$ cat config.mk
export PLATFORM = sky130hd
export DESIGN_NAME = if_fetch_unit_flat
export DESIGN_NICKNAME = d
export VERILOG_FILES = /design/src/rtl/cpu_pkg.sv /design/src/rtl/if_fetch_unit_if.sv /design/src/rtl/if_skid_buf.sv /design/src/rtl/if_fetch_unit.sv /design/src/flat_wrapper.sv
export SDC_FILE = /design/constraint.sdc
export NUM_CORES = 1
export LEC_CHECK = 0
export ABC_AREA = 1
export CORE_UTILIZATION = 50
export CTS_BUF_LIST = sky130_fd_sc_hd__clkbuf_4 sky130_fd_sc_hd__clkbuf_8 sky130_fd_sc_hd__clkbuf_16
export DETAILED_ROUTE_END_ITERATION = 6
export PLACE_DENSITY_LB_ADDON = 0.3
export SETUP_SLACK_MARGIN = 0.4
export SLEW_MARGIN = 20
export SYNTH_ARGS = -nofsm -noshare
export SYNTH_HDL_FRONTEND = slang
export SYNTH_SLANG_ARGS = --single-unit
$ cat constraint.sdc
create_clock -name clk -period 2.21 [get_ports clk]
set_clock_uncertainty 0.1 [all_clocks]
set_input_delay 0.3315 -clock clk [delete_from_list [all_inputs] [get_ports clk]]
set_output_delay 0.3315 -clock clk [all_outputs]
set_load 0.1 [all_outputs]
$ cat src/rtl/cpu_pkg.sv
// Shared types and constants for the 16-bit pipeline front end.
package cpu_pkg;

  localparam int unsigned XLEN = 16;

  typedef logic [XLEN-1:0] word_t;
  typedef logic [XLEN-1:0] addr_t;

  localparam word_t NO_OP = XLEN'(16'hF000);

  typedef enum logic [1:0] {
    FETCH = 2'd0,
    DRAIN = 2'd1,
    HOLD  = 2'd2
  } fetch_state_t;

  // One fetched word together with the address it came from.
  typedef struct packed {
    word_t word;
    addr_t addr;
  } fetch_pkt_t;

endpackage

$ cat src/rtl/if_fetch_unit_if.sv
// Instruction-memory request/ready bus between the fetch stage and imem.
interface if_fetch_unit_if;
  import cpu_pkg::*;

  logic  req;
  addr_t addr;
  word_t rdata;
  logic  ready;

  modport master (output req, output addr, input rdata, input ready);
  modport slave  (input req, input addr, output rdata, output ready);

endinterface

$ cat src/rtl/if_skid_buf.sv
// Single-entry holding buffer for a word that completed while IF/ID was stalled.
module if_skid_buf
  import cpu_pkg::*;
(
  input  logic       clk,
  input  logic       rst_n,
  input  logic       load,
  input  logic       clear,
  input  fetch_pkt_t din,
  output logic       valid,
  output fetch_pkt_t dout
);

  always_ff @(posedge clk) begin
    if (!rst_n) begin
      valid <= 1'b0;
      dout  <= '0;
    end else if (clear) begin
      valid <= 1'b0;
    end else if (load) begin
      valid <= 1'b1;
      dout  <= din;
    end
  end

endmodule

$ cat src/rtl/if_fetch_unit.sv
// Instruction fetch stage: owns the PC, fetches over imem req/ready, feeds IF/ID
// with real words or NO_OP bubbles, and handles branch/call/return redirects.
module if_fetch_unit
  import cpu_pkg::*;
#(
  parameter addr_t RESET_PC = 16'h0000
) (
  input  logic                    clk,
  input  logic                    rst_n,
  input  logic                    hazard,
  input  logic                    redirect_valid,
  input  addr_t                   redirect_pc,
  if_fetch_unit_if.master         imem,
  output word_t                   instruction,
  output addr_t                   PC_out,
  output logic                    fetch_valid
);

  fetch_state_t state, state_d;
  addr_t        pc, pc_d;
  addr_t        tgt, tgt_d;
  word_t        instr_d;
  addr_t        pc_out_d;
  logic         fetch_valid_d;
  logic         buf_load, buf_clear, buf_valid;
  fetch_pkt_t   buf_q;
  logic         done;
  addr_t        pc_inc, buf_inc;

  // pc holds the outstanding address in DRAIN, so it doubles as the bus address.
  assign imem.req  = rst_n && (state != HOLD);
  assign imem.addr = pc;

  assign done    = imem.ready;
  assign pc_inc  = pc + addr_t'(1);
  assign buf_inc = buf_q.addr + addr_t'(1);

  if_skid_buf u_skid (
    .clk   (clk),
    .rst_n (rst_n),
    .load  (buf_load),
    .clear (buf_clear),
    .din   ('{word: imem.rdata, addr: pc}),
    .valid (buf_valid),
    .dout  (buf_q)
  );

  always_ff @(posedge clk) begin
    if (!rst_n) begin
      state       <= FETCH;
      pc          <= RESET_PC;
      tgt         <= RESET_PC;
      instruction <= NO_OP;
      PC_out      <= RESET_PC;
      fetch_valid <= 1'b0;
    end else begin
      state       <= state_d;
      pc          <= pc_d;
      tgt         <= tgt_d;
      instruction <= instr_d;
      PC_out      <= pc_out_d;
      fetch_valid <= fetch_valid_d;
    end
  end

  // Next state and next IF/ID outputs; redirect outranks hazard everywhere.
  always_comb begin
    state_d       = state;
    pc_d          = pc;
    tgt_d         = tgt;
    instr_d       = instruction;
    pc_out_d      = PC_out;
    fetch_valid_d = fetch_valid;
    buf_load      = 1'b0;
    buf_clear     = 1'b0;

    case (state)
      FETCH: begin
        if (done) begin
          if (redirect_valid) begin
            pc_d          = redirect_pc;
            instr_d       = NO_OP;
            fetch_valid_d = 1'b0;
          end else if (hazard) begin
            buf_load = 1'b1;
            state_d  = HOLD;
          end else begin
            instr_d       = imem.rdata;
            pc_out_d      = pc_inc;
            fetch_valid_d = 1'b1;
            pc_d          = pc_inc;
          end
        end else if (redirect_valid) begin
          tgt_d         = redirect_pc;
          state_d       = DRAIN;
          instr_d       = NO_OP;
          fetch_valid_d = 1'b0;
        end else if (!hazard) begin
          instr_d       = NO_OP;
          fetch_valid_d = 1'b0;
        end
      end

      DRAIN: begin
        if (redirect_valid) tgt_d = redirect_pc;
        if (done) begin
          pc_d    = redirect_valid ? redirect_pc : tgt;
          state_d = FETCH;
        end
        if (redirect_valid || !hazard) begin
          instr_d       = NO_OP;
          fetch_valid_d = 1'b0;
        end
      end

      HOLD: begin
        if (redirect_valid) begin
          buf_clear     = 1'b1;
          pc_d          = redirect_pc;
          instr_d       = NO_OP;
          fetch_valid_d = 1'b0;
          state_d       = FETCH;
        end else if (!hazard && buf_valid) begin
          buf_clear     = 1'b1;
          instr_d       = buf_q.word;
          pc_out_d      = buf_inc;
          fetch_valid_d = 1'b1;
          pc_d          = buf_inc;
          state_d       = FETCH;
        end
      end

      default: state_d = FETCH;
    endcase
  end

endmodule

$ cat src/flat_wrapper.sv
// flat-port wrapper written by rule: the top's interface ports become plain ports
module if_fetch_unit_flat import cpu_pkg::*;
#(
  parameter addr_t RESET_PC = 16'h0000
)
  (clk, rst_n, hazard, redirect_valid, redirect_pc, instruction, PC_out, fetch_valid, imem_req, imem_addr, imem_rdata, imem_ready);
  if_fetch_unit_if imem_i ();
  input  logic clk;
  input  logic rst_n;
  input  logic hazard;
  input  logic redirect_valid;
  input  addr_t redirect_pc;
  output word_t instruction;
  output addr_t PC_out;
  output logic fetch_valid;
  output wire logic [$bits(imem_i.req)-1:0] imem_req;
  output wire logic [$bits(imem_i.addr)-1:0] imem_addr;
  input wire logic [$bits(imem_i.rdata)-1:0] imem_rdata;
  input wire logic [$bits(imem_i.ready)-1:0] imem_ready;
  assign imem_req = imem_i.req;
  assign imem_addr = imem_i.addr;
  assign imem_i.rdata = imem_rdata;
  assign imem_i.ready = imem_ready;
  if_fetch_unit #(.RESET_PC(RESET_PC)) u_core (.clk(clk), .rst_n(rst_n), .hazard(hazard), .redirect_valid(redirect_valid), .redirect_pc(redirect_pc), .imem(imem_i), .instruction(instruction), .PC_out(PC_out), .fetch_valid(fetch_valid));
endmodule
# --- Word level (Yosys, flattened, before mapping) ---
# Index checks and enable logic that the tools add are counted.
# W data, S select, Z words.
op_classes:
  n_reduce_logical: 15
  eq_ne: 16
  addsub: 2
  n_bitwise: 2
  n_mux: 47
ops:
  columns: ["operator", "n"]
  rows:
  - ["$mux W16", 19]
  - ["$pmux W16 S3", 2]
  - ["$pmux W16 S2", 2]
  - ["$add A16 B1 Y16 const B", 2]
  - ["$mux W1", 15]
  - ["$mux W2", 7]
  - ["$ne A2 B2 Y1 const B", 7]
  - ["$ne A3 B3 Y1 const B", 4]
  - ["$reduce_and A5 Y1", 2]
  - ["$pmux W2 S3", 1]
  - ["$reduce_and A6 Y1", 1]
  - ["$ne A2 B1 Y1 const B", 2]
  - ["$reduce_and A2 Y1", 2]
  - ["$reduce_and A4 Y1", 1]
  - ["$reduce_bool A2 Y1", 2]
  - ["$ne A3 B2 Y1 const B", 1]
  - ["$pmux W1 S3", 1]
  - ["$reduce_bool A3 Y1", 1]
  - ["$eq A2 B1 Y1 const B", 1]
  - ["$eq A2 B2 Y1 const B", 1]
  - ["$logic_and A1 B1 Y1", 2]
  - ["$logic_not A2 Y1", 1]
  - ["$not A1 Y1", 2]
  - ["$reduce_or A2 Y1", 1]
  - ["2 further kinds", 2]
totals:
  out_inout_bits: 50
  register_bits: 100
  input_bits: 37

# --- Logic depth before layout (Yosys ltp) ---
depth:
  ltp_word: 7
  ltp_mapped: 12
  ltp_nobuf: 12

# --- Hierarchy ---
# A second synthesis with hierarchy kept.
hier_totals:
  hier_cells: 876
  hier_area_um2: 5657.9
modules_own_cells:
  columns: ["mod", "area_each_um2", "n_inst", "seq_area_each_um2", "cells_each"]
  rows:
  - ["if_fetch_unit", 4231.6, 1, 1341.3, 664]
  - ["if_skid_buf", 1426.4, 1, 660.6, 212]

# --- Worst setup path before layout ---
# No wires, ideal clock.
synth_path:
  path_kind: "register -> output"
  from: "register u_core.state[0]"
  to: "output imem_req"
  t_arrival_ns: 2.302
  n_path_buf: 2
  required_ns: 1.779
  path_stages_with_launch: 6
  setup_slack_ns: -0.523
  cell_sequence: "dfxtp_1 > inv_1 > ha_1 > buf_2 > clkbuf_1 > nor2_1"
synth_via:
  elab_chain_cells: 2
synth_rtl:
  columns: ["element", "line", "source"]
  rows:
  - ["from (decl)", "if_fetch_unit.sv:19", "fetch_state_t state, state_d;"]
  - ["from (signal assigned)", "if_fetch_unit.sv:57", "state <= state_d;"]
  - ["$ne A2 B2 Y1", "if_fetch_unit.sv:31", "assign imem.req = rst_n && (state != HOLD);"]
  - ["$logic_and A1 B1 Y1", "if_fetch_unit.sv:31", null]
  - ["to (decl)", "flat_wrapper.sv:16", "output wire logic [$bits(imem_i.req)-1:0] imem_req;"]
# No other way between the ends.

# --- Worst setup path in the final report ---
layout_path:
  from: "register u_core.state[0]"
  to: "register u_core.instruction[0]"
layout_via:
  elab_chain_cells: 3
  elab_cells_between_ends: 9
  classes_between: "eq/ne (5); mux (1); reduce/logical (3)"
layout_rtl:
  columns: ["element", "line", "source"]
  rows:
  - ["$eq A2 B2 Y1 (tied with other cells)", "if_fetch_unit.sv:77", "case (state)"]
  - ["$ne A3 B2 Y1 (no line) (tied with other cells)", null, null]
  - ["$reduce_and A4 Y1 (no line)", null, null]
  - ["to (signal assigned)", "if_fetch_unit.sv:60", "instruction <= instr_d;"]
  - ["to (decl)", "if_fetch_unit.sv:14", "output word_t instruction,"]
# Several ways; a longest one is shown, not always the timed one.
# A chain may end at the register's enable or synchronous reset.

==> metrics.json <==
{
  "routed_wire_length_per_instance_um": 17.6,
  "critical_path_class": "flip-flop to flip-flop",
  "post_synth_cell_types": 33,
  "power.density_nw_per_um2": 1520,
  "seqPwrFrac": 0.266,
  "finalCoreUtilization": 0.705,
  "pin_count": 87,
  "floorplan.core_area_um2": 10400,
  "grt.busiest_layer": "met2",
  "worstHoldPathType": "input port to flip-flop",
  "sw_frac_of_total": 0.547,
  "multiInputGateArea_um2": 3250,
  "antenna_found_initial": 0,
  "cts.clk_slew.worst_paths_ns": 0.11,
  "final-hold-violation-count": 0,
  "clockRootBuffer": "clkbuf_8",
  "number_of_synthesized_flops_with_an_enable_pin": 0,
  "yosysWarnings": 0,
  "postSynthRegisterBits": 100,
  "clock_tree_from_tritoncts": "built",
  "timing.final.crit_share": 0.842,
  "p_comb_frac": 0.618,
  "max_freq_mhz": 537,
  "netSwitchingPower_w": 0.00606,
  "drc": 0,
  "wp_data_arrival_ns": 2.04,
  "vias_in_the_first_global_route": 5561,
  "post_syn_instances": 810,
  "vias_per_cell": 5.88,
  "setup_ws_ns": 0.349,
  "dp.final_hpwl_um": 12000,
  "leading_cell_types_by_count_after_synthesis": "nand2_1, dfxtp_1, a21oi_1",
  "diodes": 0,
  "post-synth-top-area-cell": "dfxtp_1",
  "p_leak_nw": 2.97,
  "netlist.area_leader.share": 0.374,
  "cpPeakStageDelay_ns": 0.37,
  "detailedRoute.firstIterationViolations": 656,
  "dr.pass1.iters": 6,
  "cp_data_required_time_ns": 2.39,
  "placementRows": 37,
  "synth-main-ff-cell": "dfxtp_1",
  "timing.critical_path.slowest_stage_cell": "dfxtp_2",
  "timing.hold.worst_path_depth": 3,
  "die-area_um2": 11100,
  "reg2reg_depth": 11,
  "outcome": "finished, final reports clean",
  "clock_power_share": 0.116,
  "worst-path-max-fanout": 7,
  "route.vias.total": 6216,
  "track_usage": 0.309,
  "synth-seq-area-share": 0.374,
  "crit_path_frequent_cell": "nand2_8",
  "post-synth-top-count-cell": "nand2_1",
  "min_period_ns": 1.86,
  "drv_slew": 0,
  "floorplan.initialDensity": 0.517,
  "grt_first_pass_wirelength_um": 26900,
  "clock_tree.htree_level_count": 3,
  "worst_setup_path_end_kind": "flip-flop",
  "cp_cell_sequence": "inv_4, ha_4, buf_8, nand2_8, inv_8, nand2_8, nand2_4, nor2_4, buf_6, buf_16, a31oi_4",
  "cts_hold_buf": 0,
  "report.final.setup_viol": 0,
  "avg_synthesized_cell_area_um2": 6.61,
  "cts.path.max_buffers": 2,
  "grt_start_max_net_pins": 45,
  "cell_internal_pwr_w": 0.00501,
  "global_route.usage.met1": 0.374,
  "drt_wl_total_um": 18600,
  "cp_launch_type": "flip-flop",
  "relSlewSlack": 0.702,
  "final.setup.tns_ns": 0,
  "flow.area_growth_from_synthesis_pct": 36.5,
  "timing_worst_slew_pin_value_ns": 0.447,
  "synth_fp_nets": 853,
  "ys_top_cells_by_area": "dfxtp_1, nand2_1, a21oi_1, o21ai_0, nand3_1",
  "finish.net_count": 959,
  "layout.area.seq_um2": 2040,
  "dieHeight_um": 106,
  "detailedPlace.worstSlack_ns": 0.0788,
  "gp_routability_congestion": 0.995,
  "global_route.usage.met2": 0.523,
  "final_antenna_net_count": 0,
  "die_w_um": 106,
  "grt_util_met3": 0.0625,
  "cts-buffers-inserted": 9,
  "max-cap-violations": 0,
  "r2r_setup_slk_ns": 0.35,
  "vdd.ir_drop.worst_mv": 1.51,
  "mappedNetlistArea_um2": 5360,
  "grt_setup_unrepaired": "true",
  "synthArstFlopShare": 0,
  "n_fill_cell": 825,
  "global_route.overflow_total": 0,
  "worst_skew_pair.late_latency_ns": 0.39,
  "cts_sinks": 100,
  "share_of_cells_above_drive_strength_1": 0.236,
  "io_buffer_count": 86
}
-- cells by family (layout without fill, tap and decap cells) --
family,after synthesis,after routing,synth area share
AOI/OAI and AO/OA,235,235,0.236
and+or+nand+nor,341,341,0.266
buffers and inverters,115,226,0.0892
xor gates and xnor gates,13,13,0.0213
DFF,100,100,0.374
adders and majority gates,6,6,0.0140
-- state kept, by name, indices dropped and copies added, names as in the netlist --
signal               count
u_core.instruction      16
u_core.PC_out           16
u_core.u_skid.dout      32
u_core.tgt              16
u_core.imem.addr        16
u_core.state             2
u_core.u_skid.valid      1
u_core.fetch_valid       1
-- stage by stage --
stage                     area (um2)  total power, W  cells  hold slack [ns]
after floorplan                 5390         0.00713    810            0.324
after global placement          6380         0.00861   1016            0.332
after detailed placement        6380         0.00870   1016            0.343
after CTS                       6680          0.0102   1037            0.135
after global routing            7310          0.0115   1057            0.140
final                           7310          0.0111   1057            0.136
-- cells in the final DEF (no fill, tap or decap), types with 12 or more instances in the layout --
cell             synthesis  layout
inv_1                   64      59
dfxtp_1                100      79
o21ai_1                 23      21
a31oi_1                 33      23
nand3_1                 56      51
nor2_1                  48      37
o21ai_0                 72      62
buf_4                    3      85
a21oi_1                 86      83
o21ai_2                  0      12
dfxtp_2                  0      18
clkdlybuf4s50_1          0      34
nand2_1                220     215
-- worst max-delay path, delay by kind of cell (launching register included) --
family	cells	cell delay, ns
buf+inv	5	0.57
simple gates	4	0.45
flops	1	0.37
fa+ha+maj	1	0.18
compound gates	1	0.08
-- layout make-up --
class                      count  share of cell area
clock buffer                   9              0.0169
clock inverter                 7              0.0115
sequential                   100               0.279
multi-input combinational    595               0.444
tap                          136              0.0233
timing repair buffer         139               0.184
inverter                      71              0.0411
-- power by group through the flow --
stage / Clock (W) / Combinational [W] / Sequential, W
after detailed placement: 0 / 0.00578 / 0.00292
after floorplan: 0 / 0.00225 / 0.00488
after global placement: 0 / 0.00570 / 0.00291
after global routing: 0.00137 / 0.00718 / 0.00298
after CTS: 0.00129 / 0.00598 / 0.00289
final: 0.00129 / 0.00685 / 0.00295
-- what timing repair did --
action                                  4_1_cts  5_1_grt
endpoints found under the setup margin       49       79
pin swaps                                     2       16
gates resized for setup                      15      101
setup buffers                                 4       15
cloned                                        1        5
-- final timing paths --
path,endpoint,from
max reg2reg,u_core.instruction[0],u_core.state[0]
min,u_core.PC_out[11],rst_n
max,u_core.instruction[0],u_core.state[0]
min reg2reg,u_core.u_skid.dout[15],u_core.u_skid.dout[15]
-- routing by layer --
| metal | part of all wire | routed length (um) |
|---|---|---|
| met5 | 0 | 0 |
| met4 | 0.037 | 690 |
| met3 | 0.090 | 1670 |
| met2 | 0.49 | 9110 |
| met1 | 0.38 | 7150 |
No activity file was read; power rests on OpenSTA's default activity.
